[src/rtl/op_sequencer.sv]
// Walks a run of operand pairs through an external operation unit and writes each result back.
// One element at a time: read operands, issue, wait for the result (with timeout), write it.
module op_sequencer #(
    parameter int MEM_DEPTH = 8,
    parameter int MEM_WIDTH = 32,
    parameter int TIMEOUT   = 16,
    localparam int AW = (MEM_DEPTH > 1) ? $clog2(MEM_DEPTH) : 1
) (
    input  logic                 clk_i,
    input  logic                 rst_ni,
    input  logic                 start_i,
    input  logic [AW-1:0]        base_i,
    input  logic [AW:0]          count_i,
    output logic [AW-1:0]        rd_addr_o,
    input  logic [MEM_WIDTH-1:0] operand1_i,
    input  logic [MEM_WIDTH-1:0] operand2_i,
    output logic                 op_valid_o,
    output logic [MEM_WIDTH-1:0] op_a_o,
    output logic [MEM_WIDTH-1:0] op_b_o,
    input  logic                 op_ready_i,
    input  logic                 res_valid_i,
    input  logic [MEM_WIDTH-1:0] res_i,
    output logic                 wr_en_o,
    output logic [AW-1:0]        wr_addr_o,
    output logic [MEM_WIDTH-1:0] wr_data_o,
    output logic                 busy_o,
    output logic                 done_o,
    output logic                 err_o
);

    localparam int TW = $clog2(TIMEOUT + 1);
    localparam logic [AW-1:0] LAST_ADDR  = AW'(MEM_DEPTH - 1);
    localparam logic [AW:0]   DEPTH_CNT  = (AW + 1)'(MEM_DEPTH);
    localparam logic [TW-1:0] WAIT_LIMIT = TW'(TIMEOUT - 1);

    typedef enum logic [2:0] {
        S_IDLE,
        S_LOAD,
        S_ISSUE,
        S_WAIT,
        S_WRITE,
        S_DONE
    } state_t;

    state_t               state_reg, state_next;
    logic [AW-1:0]        addr_reg, addr_next;
    logic [AW-1:0]        wr_addr_reg, wr_addr_next;
    logic [AW:0]          count_reg, count_next;
    logic [AW:0]          idx_reg, idx_next;
    logic [TW-1:0]        wait_cnt_reg, wait_cnt_next;
    logic [MEM_WIDTH-1:0] op_a_reg, op_a_next;
    logic [MEM_WIDTH-1:0] op_b_reg, op_b_next;
    logic [MEM_WIDTH-1:0] res_reg, res_next;
    logic                 err_reg, err_next;
    logic [AW-1:0]        base_mod;

    // base_i can exceed the last entry when MEM_DEPTH is not a power of two; fold it once.
    assign base_mod = ({1'b0, base_i} >= DEPTH_CNT) ? AW'({1'b0, base_i} - DEPTH_CNT) : base_i;

    always_comb begin
        state_next    = state_reg;
        addr_next     = addr_reg;
        wr_addr_next  = wr_addr_reg;
        count_next    = count_reg;
        idx_next      = idx_reg;
        wait_cnt_next = wait_cnt_reg;
        op_a_next     = op_a_reg;
        op_b_next     = op_b_reg;
        res_next      = res_reg;
        err_next      = err_reg;
        case (state_reg)
            S_IDLE: begin
                if (start_i) begin
                    addr_next  = base_mod;
                    count_next = (count_i > DEPTH_CNT) ? DEPTH_CNT : count_i;
                    idx_next   = '0;
                    err_next   = 1'b0;
                    state_next = (count_i == '0) ? S_DONE : S_LOAD;
                end
            end
            S_LOAD: begin
                op_a_next  = operand1_i;
                op_b_next  = operand2_i;
                state_next = S_ISSUE;
            end
            S_ISSUE: begin
                if (op_ready_i) begin
                    wait_cnt_next = '0;
                    state_next    = S_WAIT;
                end
            end
            S_WAIT: begin
                if (res_valid_i) begin
                    res_next     = res_i;
                    wr_addr_next = addr_reg;
                    state_next   = S_WRITE;
                end else if (wait_cnt_reg == WAIT_LIMIT) begin
                    err_next   = 1'b1;
                    state_next = S_DONE;
                end else begin
                    wait_cnt_next = wait_cnt_reg + 1'b1;
                end
            end
            S_WRITE: begin
                idx_next   = idx_reg + 1'b1;
                addr_next  = (addr_reg == LAST_ADDR) ? '0 : addr_reg + 1'b1;
                state_next = (idx_next == count_reg) ? S_DONE : S_LOAD;
            end
            S_DONE: begin
                state_next = S_IDLE;
            end
            default: begin
                state_next = S_IDLE;
            end
        endcase
    end

    always_ff @(posedge clk_i) begin
        if (!rst_ni) begin
            state_reg    <= S_IDLE;
            addr_reg     <= '0;
            wr_addr_reg  <= '0;
            count_reg    <= '0;
            idx_reg      <= '0;
            wait_cnt_reg <= '0;
            op_a_reg     <= '0;
            op_b_reg     <= '0;
            res_reg      <= '0;
            err_reg      <= 1'b0;
        end else begin
            state_reg    <= state_next;
            addr_reg     <= addr_next;
            wr_addr_reg  <= wr_addr_next;
            count_reg    <= count_next;
            idx_reg      <= idx_next;
            wait_cnt_reg <= wait_cnt_next;
            op_a_reg     <= op_a_next;
            op_b_reg     <= op_b_next;
            res_reg      <= res_next;
            err_reg      <= err_next;
        end
    end

    // Strobes decode straight from the state, so issue and write can never overlap.
    assign rd_addr_o  = addr_reg;
    assign op_valid_o = (state_reg == S_ISSUE);
    assign op_a_o     = op_a_reg;
    assign op_b_o     = op_b_reg;
    assign wr_en_o    = (state_reg == S_WRITE);
    assign wr_addr_o  = wr_addr_reg;
    assign wr_data_o  = res_reg;
    assign busy_o     = (state_reg != S_IDLE);
    assign done_o     = (state_reg == S_DONE);
    assign err_o      = err_reg;

endmodule
[config.mk]
export PLATFORM = sky130hd
export DESIGN_NAME = op_sequencer
export DESIGN_NICKNAME = d
export VERILOG_FILES = /design/src/rtl/op_sequencer.sv
export SDC_FILE = /design/constraint.sdc
export NUM_CORES = 1
export LEC_CHECK = 0
export ABC_AREA = 1
export CORE_MARGIN = 2
export CORE_UTILIZATION = 41
export CTS_CLUSTER_SIZE = 28
export DETAILED_ROUTE_END_ITERATION = 16
export PLACE_DENSITY = 0.89
export REMOVE_ABC_BUFFERS = 1
export SLEW_MARGIN = 20
export SYNTH_ARGS = -nofsm -noshare
export SYNTH_HDL_FRONTEND = slang
export SYNTH_SLANG_ARGS = --single-unit
export TNS_END_PERCENT = 5
[constraint.sdc]
create_clock -name clk_i -period 1.7 [get_ports clk_i]
set_input_delay 0.34 -clock clk_i [delete_from_list [all_inputs] [get_ports clk_i]]
set_output_delay 0.34 -clock clk_i [all_outputs]
set_load 0.02 [all_outputs]
==> flow_metrics.tcl <==
set metrics [dict create \
    async_reset_ff_share_pct 0 \
    io_pins 215 \
    multiInputGateArea_um2 1689 \
    clk_pin_slew_ns 0.05 \
    critical_path_buf_inv_count 2 \
    path_class "reg2out" \
    final_common_cell "dfxtp_1" \
    finalWirelength_um 13130 \
    mostFrequentLayoutCells "dfxtp_1, a21oi_1, nand2_1, clkdlybuf4s50_1, dlygate4sd2_1" \
    cp.arrival_ns 1.33 \
    die-area_um2 12000 \
    area_growth_pct 60.68 \
    path_cells "inv_2 > nand2_1 > nor2_4 > buf_6" \
    vias_per_cell 4.790 \
    drt_iter0_markers 239 \
    wl_per_cell_um 13.71 \
    yosys_warnings 0 \
    cpPeakStageDelay_ns 0.33 \
    netlist_instances 592 \
    preCtsSetupSlack_ns 0.06801 \
    grt_max_degree 68 \
    ys_types 27 \
    syn_avg_cell_area_um2 7.714 \
    firstDrtPassIters 4 \
    dp_hpwl_um 9200 \
    power_density_nw_per_um2 1505 \
    status "complete, no violations" \
    seqCellArea_um2 2384 \
    die_h_um 109.5 \
    dr_total_vias 4589 \
    tightest_slew_ns 0.3248 \
    holdPathStages 3 \
    finalCritPeriodShare_pct 98.15 \
    grt_pass1_vias 4349 \
    worst-path-max-fanout 5 \
    fmax_mhz 599.3 \
    tns_ns 0 \
    fill_cells 890 \
    r2r_cells 10 \
    finClkSkew_ns 0.005990 \
    cp.required_ns 1.36 \
    rows 38 \
    insertion_delay_ns 0.52 \
    grt_pass1_wl_um 19930 \
    antenna_found_initial 0 \
    maxSlewViolCount 0 \
    timing.final.ws_setup_ns 0.03143 \
    start_kind "flip-flop" \
    overflow 0 \
    syn_area_um2 4567 \
    antenna_cells 0 \
    die_w_um 109.5 \
    final_net_count 920 \
    cp.depth 4 \
    port_buffers 214 \
    holdWs_ns 0.2265 \
    grt_use_total_pct 21.71 \
    start_util_pct 42.13 \
    tritoncts "yes" \
    max_cap_viol_count 0 \
    path_delay_family "flip-flops" \
    min_period_ns 1.669 \
    vdd_drop_max_v 0.001042 \
    slowest_stage "dfxtp_1" \
    rsz0062_at_grt "true" \
    critPathCaptureType "output port" \
    regToRegSetupSlack_ns 0.09 \
    postCtsHoldBufs 0 \
    drive_above_1_share_pct 7.702 \
    place.gp.congestion 0.8700 \
    clock_sinks 119 \
    p_leak_nw 3.240 \
    core-area_um2 10840 \
    htreeDepth 4 \
    synth_edf_count 0 \
    ys.flop_type "dfxtp_1" \
    ys_seq_area_share_pct 52.16 \
    relSlewSlack_pct 78.32 \
    root_buffer "clkbuf_8" \
    ys_seq_elements 119 \
    post-route-drc-count 0 \
    hold_viol_final 0 \
    postRouteAntennaNets 0 \
    setup_viol 0 \
    numCtsBuffers 17 \
    clockBufferDepth 2 \
    min_path_type "in2reg" \
]
metrics by stage:
| step | power (W) | util, % | instance area (um2) | instances |
|---|---|---|---|---|
| floorplan | 0.005478 | - | 4384 | 558 |
| global placement | 0.008115 | 63.62 | 6897 | 927 |
| detailed placement | 0.008198 | 63.62 | 6897 | 927 |
| CTS | 0.01109 | 67.44 | 7311 | 957 |
| global route | 0.01166 | 67.69 | 7338 | 958 |
| finish | 0.01104 | 67.69 | 7338 | 958 |
repair_timing:
item | CTS | global route
gates resized for setup | 121 | 6
endpoints found under the setup margin | 107 | 5
setup buffers | 0 | 1
pin swaps | 0 | 1
cell type report:
cell class	instances	share of cell area (%)
inverter	89	4.604
clock buffer	28	7.161
timing repair buffer	230	29.87
multi-input combinational	350	23.02
tap	140	2.387
sequential	119	32.48
clock inverter	2	0.4774
worst paths after layout:
path / start / endpoint
max reg2reg: wait_cnt_reg[0] / state_reg[0]
min: rst_ni / wr_data_o[4]
min reg2reg: op_a_o[6] / op_a_o[6]
max: state_reg[0] / wr_en_o
worst reg2reg max path, stage by stage, from the launching register on:
cell and delay [ns]:
dfxtp_1 0.33, ha_1 0.15, inv_1 0.07, nor3_2 0.13
ha_1 0.19, nor2_1 0.06, nand2_1 0.09, o21ai_0 0.08
nor2_1 0.19, o21ai_0 0.13, a21oi_1 0.13
Yosys cell counts, types with 2 or more instances:
library cell  number  area, um2
buf_6              4      45.04
a21oi_1          117      585.6
nor2_1            18      67.56
inv_2              5      18.77
nand3_1           11      55.05
ha_1               5      62.56
buf_2             16      80.08
nor3_1             4      20.02
a31oi_1            2      12.51
dfxtp_1          119       2382
nor2_2             4      25.02
nand4_1            3      18.77
nand2_1          106      397.9
inv_1             82      307.8
o21ai_0           72      360.4
o21ai_1            2      10.01
clkbuf_1          12      45.04
kinds of logic (layout without fill, tap and decap cells):
logic type	Yosys count	after routing	share of synthesized area, %
compound gates	194	194	21.37
simple gates	150	150	13.56
buf+inv	123	349	11.34
flops	119	119	52.16
fa+ha+maj	5	5	1.370
xor+xnor	1	1	0.1918
layer usage:
layer / global-route usage, % / vias up / routed length, um
li1: - / 2333 / -
met1: 22.30 / 2035 / 4952
met2: 36.29 / 200 / 6262
met3: 12.15 / 21 / 1663
met4: 9.313 / 0 / 255
met5: 0 / - / 0
report_power, final:
part	switching, W	internal (W)
sequential	0.000371	0.00352
combinational	0.00232	0.00148
clock	0.00116	0.00219
Power figures use the tool's default switching activity.
